--- src/rtl/alu_arbiter.sv ---
// Two-client round-robin front end for one shared combinational ALU.
// Each operation is sequenced IDLE -> ISSUE -> RESP with registered operands and response.
module alu_arbiter #(
    parameter int BITS_SIZE  = 32,
    parameter int CNTRL_SIZE = 4
) (
    input  logic                  clk,
    input  logic                  rst_n,

    input  logic                  req0_valid,
    output logic                  req0_ready,
    input  logic [BITS_SIZE-1:0]  req0_a,
    input  logic [BITS_SIZE-1:0]  req0_b,
    input  logic [CNTRL_SIZE-1:0] req0_op,
    input  logic                  req0_cin,

    input  logic                  req1_valid,
    output logic                  req1_ready,
    input  logic [BITS_SIZE-1:0]  req1_a,
    input  logic [BITS_SIZE-1:0]  req1_b,
    input  logic [CNTRL_SIZE-1:0] req1_op,
    input  logic                  req1_cin,

    output logic [BITS_SIZE-1:0]  alu_a,
    output logic [BITS_SIZE-1:0]  alu_b,
    output logic [CNTRL_SIZE-1:0] alu_cntrl,
    output logic                  alu_cin,
    input  logic [BITS_SIZE-1:0]  alu_out,
    input  logic                  alu_zero,
    input  logic                  alu_ovf,
    input  logic                  alu_neg,
    input  logic                  alu_carry,

    output logic                  resp_valid,
    input  logic                  resp_ready,
    output logic                  resp_id,
    output logic [BITS_SIZE-1:0]  resp_result,
    output logic                  resp_zero,
    output logic                  resp_ovf,
    output logic                  resp_neg,
    output logic                  resp_carry,
    output logic                  resp_err,
    output logic [15:0]           op_count
);

    typedef enum logic [1:0] {
        IDLE  = 2'd0,
        ISSUE = 2'd1,
        RESP  = 2'd2
    } state_e;

    localparam logic [CNTRL_SIZE-1:0] OP_ILLEGAL_MIN = CNTRL_SIZE'(14);

    state_e                  state_q;
    logic                    last_id_q;
    logic [BITS_SIZE-1:0]    alu_a_q;
    logic [BITS_SIZE-1:0]    alu_b_q;
    logic [CNTRL_SIZE-1:0]   alu_cntrl_q;
    logic                    alu_cin_q;
    logic                    resp_valid_q;
    logic                    resp_id_q;
    logic [BITS_SIZE-1:0]    resp_result_q;
    logic                    resp_zero_q;
    logic                    resp_ovf_q;
    logic                    resp_neg_q;
    logic                    resp_carry_q;
    logic                    resp_err_q;
    logic [15:0]             op_count_q;

    logic                    grant_d;
    logic                    accept_d;
    logic [BITS_SIZE-1:0]    sel_a_d;
    logic [BITS_SIZE-1:0]    sel_b_d;
    logic [CNTRL_SIZE-1:0]   sel_op_d;
    logic                    sel_cin_d;
    logic                    op_illegal;

    // Grant goes to the client that did not win last time when both are asking.
    always_comb begin
        // NOTE: every combinational output gets a default first, so no path can infer a latch.
        grant_d = 1'b0;
        if (req0_valid && req1_valid) begin
            grant_d = ~last_id_q;
        end else if (req1_valid) begin
            grant_d = 1'b1;
        end
        req0_ready = (state_q == IDLE) && req0_valid && !grant_d;
        req1_ready = (state_q == IDLE) && req1_valid &&  grant_d;
        accept_d   = req0_ready || req1_ready;
    end

    always_comb begin
        sel_a_d   = req0_a;
        sel_b_d   = req0_b;
        sel_op_d  = req0_op;
        sel_cin_d = req0_cin;
        if (grant_d) begin
            sel_a_d   = req1_a;
            sel_b_d   = req1_b;
            sel_op_d  = req1_op;
            sel_cin_d = req1_cin;
        end
    end

    assign op_illegal = (alu_cntrl_q >= OP_ILLEGAL_MIN);

    // The alu_* registers double as the captured request; they only change on accept.
    always_ff @(posedge clk or negedge rst_n) begin
        if (!rst_n) begin
            state_q       <= IDLE;
            last_id_q     <= 1'b1;
            alu_a_q       <= '0;
            alu_b_q       <= '0;
            alu_cntrl_q   <= '0;
            alu_cin_q     <= 1'b0;
            resp_valid_q  <= 1'b0;
            resp_id_q     <= 1'b0;
            resp_result_q <= '0;
            resp_zero_q   <= 1'b0;
            resp_ovf_q    <= 1'b0;
            resp_neg_q    <= 1'b0;
            resp_carry_q  <= 1'b0;
            resp_err_q    <= 1'b0;
            op_count_q    <= '0;
        end else begin
            // NOTE: non-blocking assignments here so every register samples pre-edge values.
            case (state_q)
                IDLE: begin
                    if (accept_d) begin
                        alu_a_q     <= sel_a_d;
                        alu_b_q     <= sel_b_d;
                        alu_cntrl_q <= sel_op_d;
                        alu_cin_q   <= sel_cin_d;
                        last_id_q   <= grant_d;
                        state_q     <= ISSUE;
                    end
                end
                ISSUE: begin
                    resp_id_q    <= last_id_q;
                    resp_err_q   <= op_illegal;
                    resp_valid_q <= 1'b1;
                    state_q      <= RESP;
                    if (op_illegal) begin
                        // ALU outputs are undefined for these codes; never let them through.
                        resp_result_q <= '0;
                        resp_zero_q   <= 1'b0;
                        resp_ovf_q    <= 1'b0;
                        resp_neg_q    <= 1'b0;
                        resp_carry_q  <= 1'b0;
                    end else begin
                        resp_result_q <= alu_out;
                        resp_zero_q   <= alu_zero;
                        resp_ovf_q    <= alu_ovf;
                        resp_neg_q    <= alu_neg;
                        resp_carry_q  <= alu_carry;
                    end
                end
                RESP: begin
                    if (resp_ready) begin
                        resp_valid_q <= 1'b0;
                        op_count_q   <= op_count_q + 16'd1;
                        state_q      <= IDLE;
                    end
                end
                default: begin
                    state_q      <= IDLE;
                    resp_valid_q <= 1'b0;
                end
            endcase
        end
    end

    assign alu_a       = alu_a_q;
    assign alu_b       = alu_b_q;
    assign alu_cntrl   = alu_cntrl_q;
    assign alu_cin     = alu_cin_q;
    assign resp_valid  = resp_valid_q;
    assign resp_id     = resp_id_q;
    assign resp_result = resp_result_q;
    assign resp_zero   = resp_zero_q;
    assign resp_ovf    = resp_ovf_q;
    assign resp_neg    = resp_neg_q;
    assign resp_carry  = resp_carry_q;
    assign resp_err    = resp_err_q;
    assign op_count    = op_count_q;

    a_single_grant: assert property (@(posedge clk) disable iff (!rst_n)
        !(req0_ready && req1_ready));

    a_resp_stable: assert property (@(posedge clk) disable iff (!rst_n)
        (resp_valid && !resp_ready) |=> (resp_valid && $stable(resp_result) && $stable(resp_id)));

endmodule

--- config.mk ---
export PLATFORM = sky130hd
export DESIGN_NAME = alu_arbiter
export DESIGN_NICKNAME = d
export VERILOG_FILES = /design/src/rtl/alu_arbiter.sv
export SDC_FILE = /design/constraint.sdc
export NUM_CORES = 1
export LEC_CHECK = 0
export BUFFER_PORTS_ARGS = -buffer_cell sky130_fd_sc_hd__buf_2
export CAP_MARGIN = 25
export CORE_AREA = 8 8 121 123
export CTS_CLUSTER_SIZE = 30
export DETAILED_ROUTE_END_ITERATION = 10
export DIE_AREA = 0 0 129 131
export PLACE_DENSITY = 0.83
export SETUP_SLACK_MARGIN = 0.5
export SLEW_MARGIN = 20
export SYNTH_ARGS = -nofsm -noshare
export SYNTH_HDL_FRONTEND = slang
export SYNTH_SLANG_ARGS = --single-unit
--- constraint.sdc ---
create_clock -name clk -period 1.9 [get_ports clk]
set_clock_uncertainty 0.1 [all_clocks]
set_input_delay 0.095 -clock clk [delete_from_list [all_inputs] [get_ports clk]]
set_output_delay 0.095 -clock clk [all_outputs]
set_load 0.01 [all_outputs]
# After elaboration in Yosys (flattened, before gate mapping)
# Cells that the tools add are included.
[word_totals]
wordCells = 51
in_bits = 179
output_inout_bits = 126
regBits = 127
[classes]
reduce_logical = 12
bitwise = 2
n_eq_ne = 4
mux = 16
n_lt_le_gt_ge = 1
n_addsub = 1
[ops]
columns = ["cell", "count"]
rows = [
  ["$mux W32", 3],
  ["$add A16 B1 Y16 const B", 1],
  ["$mux W1", 8],
  ["$reduce_and A2 Y1", 4],
  ["$pmux W2 S3", 1],
  ["$logic_and A1 B1 Y1", 5],
  ["$ge A4 B4 Y1 const B", 1],
  ["$mux W2", 2],
  ["$mux W4", 1],
  ["$ne A2 B2 Y1 const B", 2],
  ["$pmux W1 S3", 1],
  ["$eq A2 B1 Y1 const B", 1],
  ["$eq A2 B2 Y1 const B", 1],
  ["$logic_not A2 Y1", 1],
  ["$not A1 Y1", 2],
  ["$logic_not A1 Y1", 1],
  ["$logic_or A1 B1 Y1", 1],
]

# Longest topological paths before layout
# Gate-level depths: netlist (run 1).
[logic_depth]
depth_word = 7
depth_mapped = 6
depth_no_buf = 5

# Worst setup path after synthesis (run 1)
# No wires, ideal clock.
[synth_timing]
path_kind = "reg2reg"
startpoint = "reg op_count_q[0] (netlist: op_count[0])"
endpoint = "reg op_count_q[14] (netlist: op_count[14])"
t_arrival_ns = 1.362
path_buffers = 0
required_ns = 1.675
slack_ns = 0.313
path_stages_with_launch = 6
period_less_slack_ns = 1.587
setup_time_ns = 0.125
cell_sequence = "dfrtp_1 -> ha_1 -> nand4b_1 -> nor4_2 -> nand3_1 -> xnor2_1"
[synth_via]
elab_chain_cells = 1
[synth_rtl]
columns = ["item", "line_no", "text"]
rows = [
  ["start: declaration", "68", "logic [15:0] op_count_q;"],
  ["start signal: assignment", "161", "op_count_q <= op_count_q + 16'd1;"],
  ["$add A16 B1 Y16", "161", ""],
]
# No other way between the ends.
# A chain may end at the register's enable or synchronous reset.

# Worst setup path in the final report (run 1)
[layout_timing]
startpoint = "reg last_id_q"
endpoint = "out req0_ready"
[layout_via]
elab_chain_cells = 4
[layout_rtl]
columns = ["item", "line_no", "text"]
rows = [
  ["start: declaration", "55", "logic last_id_q;"],
  ["start signal: assignment", "134", "last_id_q <= grant_d;"],
  ["$not A1 Y1", "83", "grant_d = ~last_id_q;"],
  ["$mux W1", "82", "if (req0_valid && req1_valid) begin"],
  ["$logic_not A1 Y1", "87", "req0_ready = (state_q == IDLE) && req0_valid && !grant_d;"],
  ["$logic_and A1 B1 Y1", "87", ""],
  ["end: declaration", "11", "output logic req0_ready,"],
]
# No other way between the ends.

==> impl_metrics.py, run 1 <==
metrics = {
    "setup_path": {
        "end_kind": "primary output",
        "cp-start-kind": "flop",
        "path_buf_inv": 3,
        "slowest_delay_ps": 560,
        "crit_required_ps": 1700,
        "cp_cell_sequence": "a21boi_4 > buf_6 > buf_12 > nor2_4 > buf_6",
        "cp_slowest_cell": "dfstp_2",
        "cp_common_cell": "buf_6",
        "arrival_ps": 1510,
        "crit_fanout": 5,
        "crit_type": "flop to primary output",
        "path_delay_family": "flip-flops",
    },
    "power": {
        "switchingPower_uw": 5920,
        "intPower_uw": 9550,
        "clkPwrFrac": 0.219,
        "swShare": 0.383,
        "p_leak_uw": 0.00513,
        "p_per_area_nw_per_um2": 1450,
        "seq_power_share": 0.311,
        "vdd_ir_drop_max_mv": 0.785,
        "comb_power_share": 0.470,
    },
    "sta": {
        "setup_violations": 0,
        "fmaxAchievable_mhz": 587,
        "slew_headroom": 0.752,
        "fin_crit_ps": 1700,
        "worst_pin_slew_ps": 372,
        "drv_slew": 0,
        "rsz0062_at_grt": "yes",
        "fin_crit_sh": 0.897,
        "fin_tns_setup_ps": 0,
        "hold_violations": 0,
        "layout_setup_ws_ps": 196,
    },
    "finish": {
        "area_growth_pct": 97.2,
        "utilization": 0.831,
        "drive_gt1_frac": 0.454,
        "final-instance-count-excl-fill": 1189,
        "nNetsFinal": 1176,
        "fill_cells": 594,
    },
    "synth": {
        "synthCells": 460,
        "yosys_most_used_dff": "dfrtp_1",
        "synth_edf_count": 0,
        "synth_area_um2": 5430,
        "async_flop_share": 1.00,
        "syn_nets": 640,
        "synth-seq-cells": 127,
        "yosysWarnings": 0,
        "seq_area_frac_synth": 0.586,
        "syn_area_per_cell_um2": 11.8,
        "ys_types": 32,
    },
    "floorplan": {
        "die_h_um": 131,
        "pin_count": 305,
        "die_x_um": 129,
        "die_area_um2": 16900,
        "core.rowCount": 42,
        "core_area_um2": 12900,
        "start_util": 0.422,
    },
    "placed_design": {
        "gp_congestion": 0.813,
        "hpwl_mm": 12.1,
        "dp.cells": 921,
        "io_buffers": 304,
        "pre_cts_ws_ps": 301,
    },
    "route": {
        "avgViaCountPerCell": 5.48,
        "wl_mm": 28.2,
        "ant_nets": 0,
        "wl_per_cell_um": 23.8,
        "vias": 6520,
        "drc": 0,
        "drt_iter0_drc": 450,
        "first_pass_iters": 6,
    },
    "global_route": {
        "first_global_vias": 6905,
        "antenna_found_initial": 3,
        "gr-total-overflow": 0,
        "grt_usage": 0.289,
        "grt_pass1_wl_mm": 37.1,
        "grt_max_degree": 70,
    },
    "clocking": {
        "clk_pin_slew_ps": 60,
        "cts_tree": "done",
        "numCtsBuffers": 17,
        "htreeDepth": 4,
        "cts.sinks": 127,
        "cts_root_buf": "clkbuf_16",
        "clock_latency_ps": 420,
        "max-clock-path-buffers": 2,
    },
    "flow_run": {
        "maxCapViolCount": 0,
    },
    "min_path": {
        "hp-class": "input pin to asynchronous set/reset pin",
    },
    "outcome": {
        "outcome": "completed",
    },
}
## synthesized netlist by cell type, types with 2 or more instances
master,count,area share
dfrtp_1,126,0.58
nor2_1,74,0.051
a21oi_1,71,0.065
mux2i_1,69,0.13
a22o_1,36,0.058
buf_2,15,0.014
xnor2_1,10,0.016
buf_4,9,0.012
nand3_1,9,0.0083
xor2_1,5,0.0081
buf_6,4,0.0083
and3_1,3,0.0035
inv_1,3,0.0021
clkbuf_1,2,0.0014
mux2_2,2,0.0041
nand2_1,2,0.0014
nand4_1,2,0.0023
nor3_1,2,0.0018
o21a_1,2,0.0028
o21ai_0,2,0.0018
## flip-flops by register name (all words and copies together) (netlist names), 2 cells and up
signal       flops
alu_a           32
alu_b           32
resp_result     32
op_count        16
alu_cntrl        4
state_q          2
## per-stage QoR
stage          area, um2  hold slack, ps  total power [uW]
2_1_floorplan       5440            -301              7550
3_3_place_gp        7160            30.2              9450
3_5_place_dp        7160            35.8              9650
4_1_cts            10000             178             14000
5_1_grt            10700             204             16100
6_report           10700             199             15500
## power groups by stage
| stage | Sequential, uW | Clock, uW | Combinational (uW) |
|---|---|---|---|
| after global placement | 4620 | 0 | 4840 |
| after detailed placement | 4660 | 0 | 4990 |
| after global routing | 4900 | 3500 | 7690 |
| after CTS | 4640 | 3360 | 5990 |
| after floorplan | 5140 | 0 | 2410 |
| final | 4810 | 3380 | 7270 |
## repair_timing
item	in CTS	in global routing
gates cloned	6	9
endpoints found under the setup margin	106	117
endpoints found under the hold margin	236	0
hold buffers	178	0
pin swaps	7	39
setup buffers	20	19
gates resized for setup	35	71
## cell usage in the layout (no fill, tap or decap), types with 2 or more instances in the layout
cell,synthesis,final
nand3_2,0,3
dfrtp_1,126,120
buf_16,0,8
nor2_1,74,71
a22o_1,36,36
diode_2,0,4
buf_4,9,24
nor4_4,1,2
mux2i_2,0,11
dlygate4sd3_1,0,178
buf_12,0,9
clkbuf_1,2,2
xor2_1,5,5
mux2_2,2,2
mux2i_4,0,11
nor3_4,0,2
dfrtp_2,0,6
nand3_1,9,5
bufinv_16,0,3
clkbuf_8,0,3
clkbuf_16,0,25
clkinv_2,0,3
nor2_4,0,3
o21ai_0,2,2
a21oi_2,0,9
xnor2_1,10,9
nand2_1,2,2
clkinvlp_4,0,4
nand4_1,2,2
and3_1,3,2
mux2i_1,69,47
inv_1,3,3
buf_6,4,18
buf_2,15,301
a21oi_1,71,62
## cells by family (layout without fill, tap and decap cells)
group                    Yosys count  after routing  share of synthesized area
flip-flops                       127            127                      0.586
AO/OA/AOI/OAI                    114            114                      0.135
AND/OR/NAND/NOR                   99             99                     0.0837
multiplexers                      71             71                      0.131
buffers and inverters             33            582                     0.0380
XOR/XNOR                          15             15                     0.0242
adder cells (fa/ha/maj)            1              1                    0.00230
other                              0              4                          0
## area by class of cell
cell class	count	area, um2	area share
Antenna cell	4	10.0	0.000935
Clock buffer	22	474	0.0443
Clock inverter	10	135	0.0126
Inverter	3	11.3	0.00105
Multi-Input combinational cell	300	2380	0.222
Sequential cell	127	3190	0.298
Tap cell	176	220	0.0206
Timing Repair Buffer	547	4290	0.401
## worst register-to-register path, cell delays in order, from the launching register on
cell and delay (ps):
dfstp_2 380, a21boi_4 260, buf_4 170, buf_6 100, buf_16 150, mux2i_1 240, a21oi_1 120
## per-layer routing
| layer | vias to the layer above | track usage | part of all wire |
|---|---|---|---|
| met5 | - | 0 | 0 |
| met4 | 0 | 0.182 | 0.055 |
| met3 | 140 | 0.0909 | 0.097 |
| met2 | 508 | 0.491 | 0.50 |
| met1 | 3155 | 0.310 | 0.34 |
| li1 | 2717 | - | - |
## path summary, 6_finish.rpt
path	start	end	slack (ps)	cells after the start
min reg2reg	resp_result[7]	resp_result[7]	400	1
max	last_id_q	req0_ready	200	5
min in group clk	req1_valid	alu_a[5]	300	5
max in group asynchronous	rst_n	state_q[0]	1170	3
min	rst_n	resp_result[23]	200	3
max reg2reg	last_id_q	alu_a[18]	240	6
Power figures use the tool's default switching activity.
==> inputs of run 2 (changes only) <==
--- a/config.mk
+++ b/config.mk
@@ -5,7 +5,7 @@
 export SDC_FILE = /design/constraint.sdc
 export NUM_CORES = 1
 export LEC_CHECK = 0
-export BUFFER_PORTS_ARGS = -buffer_cell sky130_fd_sc_hd__buf_2
+export BUFFER_PORTS_ARGS = -buffer_cell sky130_fd_sc_hd__clkbuf_2
 export CAP_MARGIN = 25
 export CORE_AREA = 8 8 121 123
 export CTS_CLUSTER_SIZE = 30
==> impl_metrics.py, run 2 (same netlist as run 1, synthesis figures left out) <==
metrics = {
    "setup_path": {
        "critPathLaunch": "last_id_q",
        "crit_fanout": 5,
        "end_kind": "flop",
        "cp_cell_sequence": "a21boi_4 > buf_6 > buf_8 > clkbuf_16 > mux2i_1 > a21oi_1",
        "r2r_cells": 6,
        "arrival_ps": 1940,
        "worstSetupEndpoint": "alu_a[23]",
        "rr_endpoint": "alu_a[23]",
        "crit_type": "flop to flop",
        "reg2reg_from": "last_id_q",
        "reg2reg_setup_slack_ps": 140,
        "cp-start-kind": "flop",
        "slowest_delay_ps": 380,
        "crit_required_ps": 2090,
        "path_buf_inv": 3,
        "path_delay_family": "buffers and inverters",
        "cp_slowest_cell": "dfstp_2",
        "worst-path-stages": 6,
    },
    "sta": {
        "rsz0062_at_grt": "yes",
        "fin_crit_ps": 1760,
        "slew_headroom": 0.732,
        "setup_violations": 0,
        "fmaxAchievable_mhz": 570,
        "drv_slew": 0,
        "fin_tns_setup_ps": 0,
        "worst_pin_slew_ps": 403,
        "fin_crit_sh": 0.924,
        "hold_violations": 0,
    },
    "clocking": {
        "cts.sinks": 127,
        "clk_pin_slew_ps": 60,
        "max-clock-path-buffers": 2,
        "cts_tree": "done",
        "cts_root_buf": "clkbuf_16",
        "numCtsBuffers": 17,
        "htreeDepth": 4,
        "clock_latency_ps": 420,
    },
    "placed_design": {
        "gp_congestion": 0.791,
        "hpwl_mm": 12.2,
        "placed_area_um2": 7160,
        "io_buffers": 304,
    },
    "route": {
        "avgViaCountPerCell": 5.40,
        "drc": 0,
        "first_pass_iters": 5,
        "drt_iter0_drc": 388,
        "wl_per_cell_um": 22.8,
        "ant_nets": 0,
        "vias": 6387,
        "wl_mm": 27.0,
    },
    "finish": {
        "fill_cells": 617,
        "nNetsFinal": 1169,
        "fin_area_um2": 10500,
        "final_common_cell": "clkbuf_2",
        "drive_gt1_frac": 0.439,
        "layout_common_cells": "301 x clkbuf_2, 178 x dlygate4sd3_1, 123 x dfrtp_1",
        "area_growth_pct": 93.8,
    },
    "floorplan": {
        "pin_count": 305,
        "die_h_um": 131,
        "core.rowCount": 42,
        "core_area_um2": 12900,
        "die_x_um": 129,
        "die_area_um2": 16900,
        "start_util": 0.422,
    },
    "global_route": {
        "grt.busiest_layer": "met2",
        "antenna_found_initial": 5,
        "grt_util_met1": 0.303,
        "grt_max_degree": 85,
        "grt_util_met2": 0.482,
        "gr-total-overflow": 0,
        "grt_usage": 0.286,
        "first_global_vias": 6791,
        "grt_pass1_wl_mm": 36.3,
        "grt_use_met3": 0.0946,
    },
    "power": {
        "p_leak_uw": 0.00514,
        "comb_power_share": 0.450,
        "seq_power_share": 0.319,
        "clkPwrFrac": 0.230,
        "switchingPower_uw": 5750,
        "p_per_area_nw_per_um2": 1440,
        "intPower_uw": 9350,
        "swShare": 0.381,
        "vdd_ir_drop_max_mv": 0.900,
    },
    "min_path": {
        "hp-class": "input pin to asynchronous set/reset pin",
    },
    "outcome": {
        "outcome": "completed",
    },
    "flow_run": {
        "maxCapViolCount": 0,
    },
}
==> run 2: cell count changes in the layout (fill, tap and decap cells not counted), sizes merged <==
cell,delta
buf,-307
diode,+1
clkbuf,+298
bufinv,+1
clkinvlp,-2
clkinv,+2
==> run 2: area by class of cell <==
cell class / instances / area, um2 / area share
Tap cell: 176 / 220 / 0.0209
Antenna cell: 5 / 12.5 / 0.00119
Timing Repair Buffer: 540 / 4160 / 0.396
Clock inverter: 11 / 164 / 0.0156
Clock buffer: 20 / 457 / 0.0434
Sequential cell: 127 / 3180 / 0.303
Multi-Input combinational cell: 300 / 2310 / 0.220
Inverter: 3 / 11.3 / 0.00107
==> run 2: worst min path at each step <==
stage              endpoint  cells after the start
2_1_floorplan      alu_a[0]                      0
3_3_place_gp   op_count[11]                      1
3_5_place_dp   op_count[11]                      1
4_1_cts        op_count[11]                      2
5_1_grt         op_count[8]                      2
6_report       op_count[13]                      2
==> run 2: worst register-to-register path, stage by stage, from the launching register on <==
cell and delay (ps):
dfstp_2 380, a21boi_4 310, buf_6 150, buf_8 120, clkbuf_16 160, mux2i_1 280
a21oi_1 130
==> run 2: repair_timing <==
action                                  in CTS  in global routing
endpoints found under the setup margin     108                122
resized for setup                           33                 54
endpoints found under the hold margin      236                  0
setup buffers                               24                 10
cloned                                       4                  8
hold buffers                               178                  0
pin swaps                                    9                 34
==> run 2: routing by layer <==
metal  wire length (um)  vias to the layer above
met4               1570                        0
met3               2590                      132
met2              13500                      481
li1                   -                     2701
met5                  0                        -
met1               9340                     3073
==> run 2: through the flow <==
stage / std cells / worst slack (ps) / utilization / power, uW / hold WS (ps)
floorplan: 460 / 430 / - / 7550 / -301
global placement: 922 / 386 / 0.556 / 9480 / -48.8
detailed placement: 922 / 333 / 0.556 / 9680 / -45.9
CTS: 1159 / 240 / 0.777 / 13900 / 48.8
global route: 1182 / 71.8 / 0.817 / 15700 / 87.1
finish: 1182 / 144 / 0.817 / 15100 / 69.2
==> run 2: power groups by stage <==
stage | Clock, uW | Combinational, uW | Sequential (uW)
detailed placement | 0 | 4980 | 4700
CTS | 3450 | 5760 | 4670
finish | 3480 | 6800 | 4820
floorplan | 0 | 2410 | 5140
global route | 3610 | 7210 | 4930
global placement | 0 | 4830 | 4650
